### config.mk
export PLATFORM = sky130hd
export DESIGN_NAME = gpu
export DESIGN_NICKNAME = d
export VERILOG_FILES = /design/src/rtl/gpu.sv
export SDC_FILE = /design/constraint.sdc
export NUM_CORES = 1
export LEC_CHECK = 0
export ABC_AREA = 0
export ABC_CLOCK_PERIOD_IN_PS = 2800
export BUFFER_PORTS_ARGS = -buffer_cell sky130_fd_sc_hd__buf_2
export CORE_MARGIN = 5
export CORE_UTILIZATION = 50
export CTS_CLUSTER_DIAMETER = 40
export DETAILED_ROUTE_END_ITERATION = 10
export PLACE_DENSITY = 0.79
export SYNTH_ARGS = -nofsm -noshare
export SYNTH_HDL_FRONTEND = slang
export SYNTH_SLANG_ARGS = --single-unit
export TNS_END_PERCENT = 100
### constraint.sdc
create_clock -name clk -period 2.8 [get_ports clk]
set_clock_uncertainty 0.2 [all_clocks]
set_input_delay 0.42 -clock clk [delete_from_list [all_inputs] [get_ports clk]]
set_output_delay 0.42 -clock clk [all_outputs]
set_load 0.005 [all_outputs]
### src/rtl/gpu.sv
// Simple raster GPU: an APB-written register file feeding a pixel-per-cycle fill
// engine that draws single pixels, filled rectangles or the whole screen.
module gpu #(
  parameter int unsigned WIDTH_BITS   = 10,
  parameter int unsigned HEIGHT_BITS  = 9,
  parameter int unsigned CHANNEL_BITS = 8,
  parameter int unsigned H_RES        = 640,
  parameter int unsigned V_RES        = 480
) (
  input  logic                    clk,
  input  logic                    n_rst,
  input  logic [31:0]             pAddr_i,
  input  logic [31:0]             pDataWrite_i,
  input  logic                    pSel_i,
  input  logic                    pEnable_i,
  input  logic                    pWrite_i,
  output logic [WIDTH_BITS-1:0]   x_o,
  output logic [HEIGHT_BITS-1:0]  y_o,
  output logic [CHANNEL_BITS-1:0] r_o,
  output logic [CHANNEL_BITS-1:0] g_o,
  output logic [CHANNEL_BITS-1:0] b_o,
  output logic                    data_avail
);

  localparam int unsigned ColorBits = 3 * CHANNEL_BITS;
  localparam logic [WIDTH_BITS-1:0]  XLast = WIDTH_BITS'(H_RES - 1);
  localparam logic [HEIGHT_BITS-1:0] YLast = HEIGHT_BITS'(V_RES - 1);

  localparam logic [2:0] RegX0    = 3'd0;
  localparam logic [2:0] RegY0    = 3'd1;
  localparam logic [2:0] RegX1    = 3'd2;
  localparam logic [2:0] RegY1    = 3'd3;
  localparam logic [2:0] RegColor = 3'd4;
  localparam logic [2:0] RegCmd   = 3'd5;

  localparam logic [1:0] CmdNop   = 2'd0;
  localparam logic [1:0] CmdPixel = 2'd1;
  localparam logic [1:0] CmdRect  = 2'd2;

  typedef enum logic [0:0] {StIdle, StDraw} state_e;

  function automatic logic [WIDTH_BITS-1:0] clip_x(input logic [WIDTH_BITS-1:0] v);
    return (v > XLast) ? XLast : v;
  endfunction

  function automatic logic [HEIGHT_BITS-1:0] clip_y(input logic [HEIGHT_BITS-1:0] v);
    return (v > YLast) ? YLast : v;
  endfunction

  // Programming registers
  logic [WIDTH_BITS-1:0]  r_x0, r_x1;
  logic [HEIGHT_BITS-1:0] r_y0, r_y1;
  logic [ColorBits-1:0]   r_color;

  // Active-command shadow and raster counters
  logic [WIDTH_BITS-1:0]  r_xmin, r_xmax, r_cx;
  logic [HEIGHT_BITS-1:0] r_ymin, r_ymax, r_cy;
  logic [ColorBits-1:0]   r_scolor;

  // Registered pixel outputs
  logic [WIDTH_BITS-1:0]   r_xo;
  logic [HEIGHT_BITS-1:0]  r_yo;
  logic [CHANNEL_BITS-1:0] r_red, r_grn, r_blu;
  logic                    r_avail;

  state_e r_state, w_state_next;

  logic                   w_wr, w_start, w_emit, w_last;
  logic [2:0]             w_reg_sel;
  logic [1:0]             w_cmd;
  logic [WIDTH_BITS-1:0]  w_x0c, w_x1c, w_xmin, w_xmax;
  logic [HEIGHT_BITS-1:0] w_y0c, w_y1c, w_ymin, w_ymax;
  logic                   w_unused_bits;

  assign w_wr      = pSel_i & pEnable_i & pWrite_i;
  assign w_reg_sel = pAddr_i[4:2];
  assign w_cmd     = pDataWrite_i[1:0];
  assign w_last    = (r_cx == r_xmax) && (r_cy == r_ymax);

  // Only address bits [4:2] are decoded; the rest are deliberately ignored.
  assign w_unused_bits = ^{pAddr_i, pDataWrite_i};

  assign w_x0c = clip_x(r_x0);
  assign w_x1c = clip_x(r_x1);
  assign w_y0c = clip_y(r_y0);
  assign w_y1c = clip_y(r_y1);

  // Bounding box of the command being launched, corners normalised
  always_comb begin
    w_xmin = '0;
    w_xmax = XLast;
    w_ymin = '0;
    w_ymax = YLast;
    case (w_cmd)
      CmdPixel: begin
        w_xmin = w_x0c;
        w_xmax = w_x0c;
        w_ymin = w_y0c;
        w_ymax = w_y0c;
      end
      CmdRect: begin
        w_xmin = (w_x0c < w_x1c) ? w_x0c : w_x1c;
        w_xmax = (w_x0c < w_x1c) ? w_x1c : w_x0c;
        w_ymin = (w_y0c < w_y1c) ? w_y0c : w_y1c;
        w_ymax = (w_y0c < w_y1c) ? w_y1c : w_y0c;
      end
      default: ;  // CLEAR keeps the full-screen defaults
    endcase
  end

  // Next-state logic: commands are only accepted while idle
  always_comb begin
    w_state_next = r_state;
    w_start      = 1'b0;
    w_emit       = 1'b0;
    unique case (r_state)
      StIdle: begin
        if (w_wr && (w_reg_sel == RegCmd) && (w_cmd != CmdNop)) begin
          w_start      = 1'b1;
          w_state_next = StDraw;
        end
      end
      StDraw: begin
        w_emit = 1'b1;
        if (w_last) begin
          w_state_next = StIdle;
        end
      end
      default: w_state_next = StIdle;
    endcase
  end

  // FSM state register
  always_ff @(posedge clk) begin
    if (n_rst) begin
      r_state <= StIdle;
    end else begin
      r_state <= w_state_next;
    end
  end

  // APB register file; stays writable during a draw
  always_ff @(posedge clk) begin
    if (n_rst) begin
      r_x0    <= '0;
      r_y0    <= '0;
      r_x1    <= '0;
      r_y1    <= '0;
      r_color <= '0;
    end else if (w_wr) begin
      case (w_reg_sel)
        RegX0:    r_x0    <= pDataWrite_i[WIDTH_BITS-1:0];
        RegY0:    r_y0    <= pDataWrite_i[HEIGHT_BITS-1:0];
        RegX1:    r_x1    <= pDataWrite_i[WIDTH_BITS-1:0];
        RegY1:    r_y1    <= pDataWrite_i[HEIGHT_BITS-1:0];
        RegColor: r_color <= pDataWrite_i[ColorBits-1:0];
        default:  ;
      endcase
    end
  end

  // Shadow latch on launch, then raster walk x-inner / y-outer
  always_ff @(posedge clk) begin
    if (n_rst) begin
      r_xmin   <= '0;
      r_xmax   <= '0;
      r_ymin   <= '0;
      r_ymax   <= '0;
      r_cx     <= '0;
      r_cy     <= '0;
      r_scolor <= '0;
    end else if (w_start) begin
      r_xmin   <= w_xmin;
      r_xmax   <= w_xmax;
      r_ymin   <= w_ymin;
      r_ymax   <= w_ymax;
      r_cx     <= w_xmin;
      r_cy     <= w_ymin;
      r_scolor <= r_color;
    end else if (w_emit && !w_last) begin
      if (r_cx == r_xmax) begin
        r_cx <= r_xmin;
        r_cy <= r_cy + HEIGHT_BITS'(1);
      end else begin
        r_cx <= r_cx + WIDTH_BITS'(1);
      end
    end
  end

  // Output registers; hold the last pixel while nothing is being emitted
  always_ff @(posedge clk) begin
    if (n_rst) begin
      r_xo    <= '0;
      r_yo    <= '0;
      r_red   <= '0;
      r_grn   <= '0;
      r_blu   <= '0;
      r_avail <= 1'b0;
    end else begin
      r_avail <= w_emit;
      if (w_emit) begin
        r_xo  <= r_cx;
        r_yo  <= r_cy;
        r_red <= r_scolor[3*CHANNEL_BITS-1 -: CHANNEL_BITS];
        r_grn <= r_scolor[2*CHANNEL_BITS-1 -: CHANNEL_BITS];
        r_blu <= r_scolor[CHANNEL_BITS-1:0];
      end
    end
  end

  assign x_o        = r_xo;
  assign y_o        = r_yo;
  assign r_o        = r_red;
  assign g_o        = r_grn;
  assign b_o        = r_blu;
  assign data_avail = r_avail;

endmodule

# ---- Word level (Yosys, flattened, before mapping)
# Cells that the tools add are included.
dict set report classes {
  order_cmp 6
  eq_ne 9
  addsub 2
  bitwise 3
  n_mux 23
  n_reduce_logical 15
}
# op count
set op_table {}
lappend op_table {{10-bit 2-to-1 mux} 7}
lappend op_table {{9-bit 2-to-1 mux} 7}
lappend op_table {{10-bit one-hot mux with 2 select lines} 2}
lappend op_table {{9-bit one-hot mux with 2 select lines} 2}
lappend op_table {{10-bit greater-than comparator (second input constant)} 2}
lappend op_table {{9-bit greater-than comparator (second input constant)} 2}
lappend op_table {{2-bit AND reduction} 6}
lappend op_table {{10-bit by 1-bit adder with 10-bit output (second input constant)} 1}
lappend op_table {{10-bit == test} 1}
lappend op_table {{10-bit less-than comparator} 1}
lappend op_table {{9-bit by 1-bit adder with 9-bit output (second input constant)} 1}
lappend op_table {{9-bit == test} 1}
lappend op_table {{9-bit less-than comparator} 1}
lappend op_table {{3-bit by 2-bit == test with 1-bit output (second input constant)} 2}
lappend op_table {{3-bit == test (second input constant)} 2}
lappend op_table {{2-bit nonzero test} 3}
lappend op_table {{1-bit logical AND} 4}
lappend op_table {{1-bit 2-to-1 mux} 4}
lappend op_table {{3-bit by 1-bit == test with 1-bit output (second input constant)} 1}
lappend op_table {{3-bit zero test} 1}
lappend op_table {{1-bit bitwise AND} 2}
lappend op_table {{2-bit by 1-bit == test with 1-bit output (second input constant)} 1}
lappend op_table {{2-bit == test (second input constant)} 1}
lappend op_table {{1-bit one-hot mux with 2 select lines} 1}
lappend op_table {{other kinds (2)} 2}
dict set report totals {
  out_inout_bits 44
  register_bits 179
  inputBits 69
}

# ---- Longest topological paths before layout
# Gate-level depths: netlist (run 1).
dict set report depth {
  word_depth 8
  ltp_mapped 13
  mapped_depth_nobuf 10
}

# ---- Worst setup path after synthesis (run 1)
# OpenSTA, ideal clock, no wires.
dict set report synth_timing {
  kind {register to register}
  start {reg r_x1[9]}
  end {reg r_cx[4]}
  arrival_ns 2.666
  slack_ns -0.154
  t_required_ns 2.512
  path_stages_with_launch 13
  cell_sequence {dfxtp_1 -> o21a_1 -> clkbuf_1 -> or2_2 -> inv_1 -> ha_1 -> nor3_1 -> o211ai_1 -> a22o_2 -> a21o_1 -> buf_4 -> mux2_4 -> a311oi_2}
}
dict set report synth_via {
  elab_chain_len 6
}
# item line_no
set synth_rtl {}
lappend synth_rtl {{from (decl)} 51} ;# logic [WIDTH_BITS-1:0] r_x0, r_x1;
lappend synth_rtl {{from (signal assigned)} 154} ;# RegX1: r_x1 <= pDataWrite_i[WIDTH_BITS-1:0];
lappend synth_rtl {{10-bit greater-than comparator} 43} ;# return (v > XLast) ? XLast : v;
lappend synth_rtl {{10-bit 2-to-1 mux *} 43}
lappend synth_rtl {{10-bit less-than comparator} 102} ;# w_xmin = (w_x0c < w_x1c) ? w_x0c : w_x1c;
lappend synth_rtl {{10-bit 2-to-1 mux *} 102}
lappend synth_rtl {{10-bit one-hot mux with 2 select lines *} 94} ;# case (w_cmd)
lappend synth_rtl {{10-bit 2-to-1 mux *} 172} ;# end else if (w_start) begin
lappend synth_rtl {{to (signal assigned)} 177} ;# r_cx <= w_xmin;
lappend synth_rtl {{to (signal assigned)} 182} ;# r_cx <= r_xmin;
lappend synth_rtl {{to (signal assigned)} 185} ;# r_cx <= r_cx + WIDTH_BITS'(1);
lappend synth_rtl {{to (decl)} 56} ;# logic [WIDTH_BITS-1:0] r_xmin, r_xmax, r_cx;
# Every way passes the cells marked *; elsewhere a longest branch is shown, timed or not.
# A chain may end at the register's enable or synchronous reset.

# ---- Final worst setup path (run 1)
dict set report layout_timing {
  start {reg r_x1[8]}
  end {reg r_cx[9]}
}
# Same word-level chain as after synthesis.

==> impl_metrics.ini, run 1 <==
[clocking]
cts-root-buf = clkbuf_16
clk_latency_ps = 450
cts_max_level = 4
cts_buffers = 17
cts.sink_count = 179
path_clk_slew_ps = 70
cts_tree = yes
cts_buffer_depth = 2

[grt]
grt_start_max_net_pins = 164
grt_use_total_pct = 22.69
antenna_found_initial = 0
grt_pass1_wl_um = 37390
grt_pass1_vias = 7318
overflow = 0

[sta]
hold_viol = 0
slew_headroom_pct = 36.77
tns_ps = 0
fmax_mhz = 358.1
fin_crit_ps = 2793
min_period_over_period_pct = 99.74
tightest_slew_ps = 948.5
rsz0062_at_grt = true
final-setup-viol-count = 0
drv_slew = 0
whs_ps = 9.924

[setup_path]
worstPathArrival_ps = 2890
crit_path_end_kind = register
path_buf_inv = 3
path_max_fanout = 6
critPathMostFrequentCell = buf_4
required_ps = 2900
cpMaxStageDelayCell = dfxtp_4
crit_chain = o21a_4 > or2_2 > inv_1 > ha_1 > nor3_4 > buf_4 > a21oi_1 > o2111ai_1 > o2111a_1 > o211ai_1 > buf_4 > a311oi_1
cp_top_family = compound AO/OA/AOI/OAI gates
worst_setup_path_start_kind = register
slowest_delay_ps = 360
rrSetupSlack_ps = 7
worstSetupPathType = reg -> reg

[synth]
synth_compound_area_share_pct = 18.21
synth_top_family_by_area = simple AND/OR/NAND/NOR gates
synth_seq_area_share_pct = 41.43
synthCells = 1026
synth_nets = 1116
synth_edf_count = 0
syn_avg_cell_area_um2 = 8.430
async_reset_ff_share_pct = 0
synthMuxAreaShare_pct = 9.793
yosys_register_bits = 179
synthAdderAreaFrac_pct = 3.038
synthesis.area_um2 = 8650
synthXorXnorAreaFrac_pct = 2.835
synth-simple-area-share_pct = 19.93
synth_top_flop_cell = dfxtp_1
yosysUniqueCellTypes = 80
ys.warnings.count = 0

[outcome]
outcome = completed

[route]
avgViaCountPerCell = 5.760
drc = 0
via_count = 7857
drt_first_iter_violations = 625
drt-pass1-iter-count = 7
wire_per_inst_um = 16.91
postRouteWirelength_um = 23070
detail-route-antenna-nets = 0

[die]
rows = 48
coreArea_um2 = 17120
die_w_um = 141.5
io_pins = 113
start_util_pct = 50.53
die-area_um2 = 20030
die_height_um = 141.5

[final_layout]
syn2layout_area_growth_pct = 20.45
diodes = 0
fill_cells = 1450
drive_gt1_share_pct = 21.42
fin_nets = 1216

[place]
place_congestion = 0.9359
hpwlAfterDp_um = 15330
port-buffer-count = 75

[power_and_ir_drop]
p_per_area_nw_per_um2 = 511.4
leakage_nw = 4.066
ir_drop_mv = 0.4353

[hold_path]
worstHoldPathType = in -> reg

[job]
drv_cap = 0
==> Yosys cell counts, types with 3 or more instances <==
library cell	count	share of area, %
buf_6	3	0.39
or2_2	5	0.36
nand2b_1	10	0.72
a41o_1	3	0.35
nor3_1	15	0.87
nor2_1	111	4.8
xor2_1	18	1.8
or3_1	5	0.36
a31o_2	3	0.30
a41oi_1	3	0.30
a21o_1	3	0.26
and3_1	6	0.43
nand4_1	9	0.65
dfxtp_1	179	41
xnor2_1	10	1.0
a31oi_1	15	1.1
nor2b_1	16	1.2
nor4_1	6	0.43
a21oi_1	101	5.8
nand2_1	135	5.9
a22oi_1	4	0.35
ha_1	21	3.0
buf_1	5	0.22
inv_1	18	0.78
nand3_1	28	1.6
o21ai_0	33	1.9
o311ai_1	9	0.91
o311ai_0	3	0.30
clkbuf_1	53	2.3
a211oi_1	20	1.7
o21a_1	4	0.35
o211ai_1	6	0.52
a311oi_1	9	0.91
buf_2	13	0.75
nor2_2	4	0.29
o31ai_1	6	0.52
mux2i_1	82	9.5
buf_4	3	0.26
==> sequential cells by signal (all words and copies together), names as in the netlist, 10 cells and up <==
signal    flops
x_o          10
r_cx         10
r_x0         10
r_x1         10
r_xmin       10
r_scolor     24
r_color      24
r_xmax       10
==> final timing paths <==
path,from,endpoint,cells past startpoint
hold reg to reg,r_color[11],r_scolor[11],2
setup / recovery,r_x1[8],r_cx[9],12
setup reg to reg,r_x1[8],r_cx[9],12
hold / removal,pDataWrite_i[12],r_color[12],3
==> worst min-delay path: cells and delay by family <==
| kind | cells | cell delay, ps |
|---|---|---|
| buffers and inverters | 1 | 90 |
| AOI/OAI and AO/OA | 1 | 50 |
| and+or+nand+nor | 1 | 40 |
==> what timing repair did <==
action / in CTS / in global routing
hold buffers: 9 / 0
buffers inserted: 0 / 9
pin swaps: 0 / 15
gates resized for setup: 4 / 42
setup endpoints to repair: 5 / 43
hold endpoints to repair: 9 / 0
==> cell type report <==
class / instances / area [µm²] / area share (%)
multi-input cells: 751 / 4808 / 46.15
flip-flops and latches: 179 / 3593 / 34.49
repair buffers: 159 / 1064 / 10.21
clock buffers: 17 / 425.4 / 4.083
well taps: 225 / 281.5 / 2.702
clock inverters: 15 / 178.9 / 1.717
inverters: 18 / 67.56 / 0.6485
==> logic make-up after synthesis <==
logic type / Yosys count
compound gates: 246
xor+xnor: 28
fa+ha+maj: 21
buf+inv: 96
flops: 179
mux: 84
simple gates: 372
==> power breakdown <==
part           total (mW)  leakage (nW)  internal [mW]  switching [mW]
sequential           2.57          1.45           2.55          0.0112
combinational       0.358          2.33          0.134           0.224
clock                2.40         0.295           1.21            1.19
==> per-layer routing <==
| metal | track usage, % | wire (µm) | vias up |
|---|---|---|---|
| met5 | 0 | 0 | - |
| met4 | 6.263 | 356 | 0 |
| met3 | 5.022 | 1479 | 36 |
| met2 | 36.10 | 10910 | 276 |
| met1 | 31.19 | 10320 | 3712 |
| li1 | - | - | 3833 |
==> per-stage QoR <==
stage / utilization, % / cells / setup WS, ps / power [mW] / cell area, µm²
detailed placement: 55.53 / 1314 / -4.570 / 2.946 / 9504
global route: 60.87 / 1364 / -94.28 / 5.496 / 10420
finish: 60.87 / 1364 / 7.293 / 5.328 / 10420
floorplan: - / 1026 / 5.548 / 2.819 / 8663
CTS: 59.69 / 1355 / 24.85 / 5.337 / 10220
global placement: 55.53 / 1314 / 39.36 / 2.939 / 9504
==> layout by cell type (no fill, tap or decap), types with 5 or more instances in the layout <==
cell and instances:
a21oi_2 5, nor2_1 109, dfxtp_2 5, nand3_1 28
inv_1 17, or2_2 5, nor3_1 13, a211oi_1 17
nand2_1 135, dlygate4sd3_1 9, nand4_1 9, a21oi_1 97
nor2_2 5, xor2_1 18, o31ai_1 5, and3_1 6
or3_1 5, o21ai_1 6, o311ai_1 8, nand2b_1 10
mux2i_1 82, a31oi_1 15, o21ai_0 26, buf_4 72
ha_1 19, nor4_1 6, a311oi_1 9, buf_2 74
dfxtp_1 173, clkbuf_16 17, nor2b_1 14, o211ai_1 6
xnor2_1 10
(Power assumes the default switching activity.)
==> run 2: changes to the inputs <==
--- a/config.mk
+++ b/config.mk
@@ -9,10 +9,10 @@
 export ABC_CLOCK_PERIOD_IN_PS = 2800
 export BUFFER_PORTS_ARGS = -buffer_cell sky130_fd_sc_hd__buf_2
 export CORE_MARGIN = 5
-export CORE_UTILIZATION = 50
+export CORE_UTILIZATION = 52
 export CTS_CLUSTER_DIAMETER = 40
 export DETAILED_ROUTE_END_ITERATION = 10
-export PLACE_DENSITY = 0.79
+export PLACE_DENSITY = 0.82
 export SYNTH_ARGS = -nofsm -noshare
 export SYNTH_HDL_FRONTEND = slang
 export SYNTH_SLANG_ARGS = --single-unit
==> run 2 against run 1 <==
Against the previous run:
- design area is 0.17% lower
- via count is 1.3% higher
- combinational power hardly changed
- utilization is 2.3 points higher
- flip-flop and latch count stayed put
- hold slack better by 5.9 ps
- maximum frequency is 1.8% higher
- sequential power hardly changed
- critical endpoint is now r_xmax[8]
- largest power group unchanged
==> impl_metrics.ini, run 2 (synthesized netlist as in run 1, its figures left out) <==
[setup_path]
path_max_fanout = 8
cp_top_family = compound AO/OA/AOI/OAI gates
worst_setup_path_start_kind = register
crit_path_end_kind = register
crit_chain = o21ai_4 > or2b_1 > ha_2 > nor3_4 > o211ai_1 > a22o_4 > a21o_4 > buf_4 > o21ai_1 > a211oi_1
worstSetupPathType = reg -> reg
slowest_delay_ps = 340
required_ps = 2880
cpMaxStageDelayCell = dfxtp_1
worstPathArrival_ps = 2820
path_buf_inv = 1

[sta]
worst_slack_ps = 57.78
final-setup-viol-count = 0
tightest_slew_ps = 931.9
min_period_over_period_pct = 97.94
slew_headroom_pct = 37.87
drv_slew = 0
fmax_mhz = 364.7
fin_crit_ps = 2742
hold_viol = 0

[place]
hpwlAfterDp_um = 15710
place_ws_ps = -96.69
dp_cells = 1319
place_congestion = 0.9247
port-buffer-count = 75

[grt]
grt_start_max_net_pins = 164
grt_pass1_vias = 7249
gr-usage-met3_pct = 4.966
use_met1_pct = 33.10
grt_use_total_pct = 23.47
overflow = 0
grt_pass1_wl_um = 37820
antenna_found_initial = 0
met2_usage_pct = 36.95
grt_busiest_layer = met2

[power_and_ir_drop]
leakage_nw = 4.088
total_power_mw = 5.244
ir_drop_mv = 0.4088
p_per_area_nw_per_um2 = 504.1

[final_layout]
drive_gt1_share_pct = 22.17
largest_registers = r_color x24, r_scolor x24
layout_commonest_cell = dfxtp_1
fin_nets = 1219
final_cell_mix = dfxtp_1, nand2_1, nor2_1, a21oi_1, buf_4
fin_util_pct = 63.17
syn2layout_area_growth_pct = 20.25
diodes = 0
stdcell_count = 1361

[clocking]
clk_latency_ps = 430
cts_tree = yes
path_clk_slew_ps = 70
cts_buffers = 17
cts_buffer_depth = 2
cts_max_level = 4
cts-root-buf = clkbuf_16
cts.sink_count = 179

[route]
drt_first_iter_violations = 754
via_count = 7962
postRouteWirelength_um = 23780
avgViaCountPerCell = 5.850
detail-route-antenna-nets = 0
drt-pass1-iter-count = 6
wire_per_inst_um = 17.47
drc = 0

[outcome]
outcome = completed

[die]
start_util_pct = 52.53
io_pins = 113
coreArea_um2 = 16470
rows = 47
die-area_um2 = 19310
die_w_um = 139.0
die_height_um = 139.0

[hold_path]
worstHoldPathType = in -> reg

[job]
drv_cap = 0
[run 2: cell types whose count changed in the layout (fill, tap and decap cells not counted), sizes merged]
cell / previous run / this run
inv: 26 / 25
buf: 150 / 162
clkinvlp: 0 / 2
clkinv: 7 / 4
bufinv: 0 / 1
dlygate4sd3: 9 / 0
[run 2: report_power, final]
group | internal [mW] | switching, mW
logic | 0.132 | 0.228
registers | 2.56 | 0.0106
clock network | 1.25 | 1.07
total | 3.94 | 1.31
[run 2: final timing paths]
check,from,end,slack [ps],depth (start not counted)
setup / recovery,r_x0[8],r_xmax[8],60,10
hold / removal,pDataWrite_i[17],r_color[17],20,3
setup reg to reg,r_x0[8],r_xmax[8],60,10
hold reg to reg,r_color[12],r_scolor[12],250,2
[run 2: per-layer routing]
layer  vias up  routed length, µm
li1       3829                  -
met1      3780              10550
met2       326              11240
met3        27               1673
met4         0                313
met5         -                  0
[run 2: cell type report]
cell class,instances,area (µm²)
Fill cell,1377,6065
Multi-Input combinational cell,751,4828
Sequential cell,179,3586
Timing Repair Buffer,162,1072
Clock buffer,17,425.4
Tap cell,220,275.3
Clock inverter,14,146.4
Inverter,18,67.56
[run 2: worst reg2reg max path, delay by kind of cell, from the launching register on]
kind                     cells  cell delay (ps)
adder cells (fa/ha/maj)      1              220
flip-flops                   1              340
buffers and inverters        1              160
AND/OR/NAND/NOR              2              470
AO/OA/AOI/OAI                6             1190
[run 2: timing repair]
| action | CTS | global route |
|---|---|---|
| hold buffers | 0 | 0 |
| setup endpoints to repair | 8 | 40 |
| setup buffers | 0 | 11 |
| resized for setup | 8 | 37 |
| pin swaps | 0 | 16 |
[run 2: metrics by stage]
stage | instance area, µm² | hold WS [ps] | TNS [ps]
5_1_grt | 10400 | 0.7723 | -408.4
4_1_cts | 10170 | 4.537 | 0
3_5_place_dp | 9573 | 241.0 | -234.4
6_report | 10400 | 15.78 | 0
3_3_place_gp | 9573 | 236.4 | 0
2_1_floorplan | 8663 | 232.1 | 0
==> run 3: changes to the inputs <==
--- a/config.mk
+++ b/config.mk
@@ -8,11 +8,12 @@
 export ABC_AREA = 0
 export ABC_CLOCK_PERIOD_IN_PS = 2800
 export BUFFER_PORTS_ARGS = -buffer_cell sky130_fd_sc_hd__buf_2
-export CORE_MARGIN = 5
+export CORE_ASPECT_RATIO = 0.75
 export CORE_UTILIZATION = 52
 export CTS_CLUSTER_DIAMETER = 40
 export DETAILED_ROUTE_END_ITERATION = 10
 export PLACE_DENSITY = 0.82
+export SLEW_MARGIN = 20
 export SYNTH_ARGS = -nofsm -noshare
 export SYNTH_HDL_FRONTEND = slang
 export SYNTH_SLANG_ARGS = --single-unit
==> run 3 against run 2 <==
Against the previous run:
- non-clock buffer count unchanged
- clock-buffer cell count unchanged
- critical path depth up 1
- critical endpoint is now r_cx[9]
- largest cell class unchanged
- largest power group unchanged
- highest routed layer unchanged
==> impl_metrics.ini, run 3 (synthesized netlist as in run 1, its figures left out) <==
[setup_path]
required_ps = 2940
regToRegEndpoint = r_cx[9]
crit_path_end_kind = register
cpMaxStageDelayCell = dfxtp_2
path_max_fanout = 4
worstSetupPathType = reg -> reg
reg2reg_from = r_x0[8]
worst_setup_path_start_kind = register
critPathLaunch = r_x0[8]
slowest_delay_ps = 340
critPathMostFrequentCell = buf_4
rrSetupSlack_ps = 10
crit_chain = o21ai_4 > buf_4 > nand2b_1 > ha_1 > buf_4 > a21oi_2 > inv_1 > a41oi_1 > o2111a_1 > o211ai_1 > a311oi_1
worstPathArrival_ps = 2930
reg2regPathDepth = 11

[sta]
whs_ps = 13.87
min_period_over_period_pct = 99.61
tightest_slew_ps = 991.9
worst_slack_ps = 10.84
final-setup-viol-count = 0
slew_headroom_pct = 33.87
fin_crit_ps = 2789
hold_viol = 0
drv_slew = 0
fmax_mhz = 358.5

[clocking]
path_clk_slew_ps = 70
cts-root-buf = clkbuf_16
cts_tree = yes
cts_buffers = 17
clk_latency_ps = 430
cts_buffer_depth = 2
cts.sink_count = 179
cts_max_level = 4

[route]
via_count = 8096
wire_per_inst_um = 17.71
drc = 0
avgViaCountPerCell = 5.988
postRouteWirelength_um = 23950
drt_first_iter_violations = 867
detail-route-antenna-nets = 0
drt-pass1-iter-count = 9

[final_layout]
largest_registers = r_color x24, r_scolor x24
fin_nets = 1219
drive_gt1_share_pct = 23.38
layout_commonest_cell = dfxtp_1
design_area_um2 = 10390
final_cell_mix = dfxtp_1, nand2_1, nor2_1, a21oi_1, buf_4
syn2layout_area_growth_pct = 20.12
diodes = 0

[die]
die_w_um = 150.9
io_pins = 113
rows = 40
die_height_um = 113.7
start_util_pct = 53.67
die-area_um2 = 17160
coreArea_um2 = 16120

[grt]
grt_start_max_net_pins = 164
antenna_found_initial = 0
overflow = 0
grt_use_total_pct = 27.62
grt_pass1_wl_um = 37070
grt_pass1_vias = 7266

[hold_path]
worstHoldPathType = in -> reg
min_to = r_color[19]
min_path_cells = 3
hold_path_startpoint = pDataWrite_i[19]

[power_and_ir_drop]
ir_drop_mv = 0.3929
total_power_mw = 5.188
p_per_area_nw_per_um2 = 499.4
leakage_nw = 4.055

[job]
drv_cap = 0

[place]
port-buffer-count = 75
dpl_cell_area_um2 = 9570
place_congestion = 0.8912
place_ws_ps = -102.1
hpwlAfterDp_um = 16130

[outcome]
outcome = completed
==> run 3: power by group <==
| part | internal (mW) | switching (mW) | leakage (nW) |
|---|---|---|---|
| clock network | 1.17 | 1.10 | 0.265 |
| registers | 2.56 | 0.0117 | 1.45 |
| logic | 0.123 | 0.223 | 2.34 |
==> run 3: layout make-up <==
type | instances | area, µm²
Inverter | 18 | 67.56
Clock buffer | 17 | 425.4
Timing Repair Buffer | 162 | 1047
Sequential cell | 179 | 3592
Fill cell | 1313 | 5725
Tap cell | 210 | 262.8
Multi-Input combinational cell | 751 | 4860
Clock inverter | 15 | 135.1
==> run 3: worst max-delay path by stage <==
stage | endpoint | slack, ps | cells after the start
CTS | r_cy[1] | -0.2 | 10
floorplan | r_cx[4] | 6 | 12
global route | r_cx[5] | -120 | 11
global placement | r_cx[2] | 50 | 10
finish | r_cx[9] | 10 | 11
detailed placement | r_cy[0] | -100 | 10
==> run 3: routing by layer <==
layer | part of all wire, % | track usage [%] | wire length, µm | vias to the layer above
li1 | - | - | - | 3834
met1 | 46 | 40.09 | 10900 | 3807
met2 | 42 | 40.06 | 10170 | 424
met3 | 11 | 7.600 | 2573 | 31
met4 | 1.3 | 7.000 | 306 | 0
met5 | 0 | 0 | 0 | -
==> run 3: repair_timing <==
| action | in CTS | in global routing |
|---|---|---|
| buffers inserted | 0 | 8 |
| hold buffers | 0 | 0 |
| pin swaps | 0 | 15 |
| gates resized for setup | 6 | 49 |
| endpoints found under the setup margin | 15 | 46 |
==> run 3: stage by stage <==
| stage | setup TNS, ps | util [%] | std cells |
|---|---|---|---|
| 2_1_floorplan | 0 | - | 1026 |
| 3_3_place_gp | 0 | 59.39 | 1312 |
| 3_5_place_dp | -217.7 | 59.39 | 1312 |
| 4_1_cts | -0.2112 | 63.05 | 1344 |
| 5_1_grt | -901.3 | 64.47 | 1352 |
| 6_report | 0 | 64.47 | 1352 |
==> run 3: critical path, delay by kind of cell (launching register included) <==
family	cells	cell delay, ps
and+or+nand+nor	1	80
DFF	1	340
buffers and inverters	3	410
adders and majority gates	1	340
AOI/OAI and AO/OA	6	1340
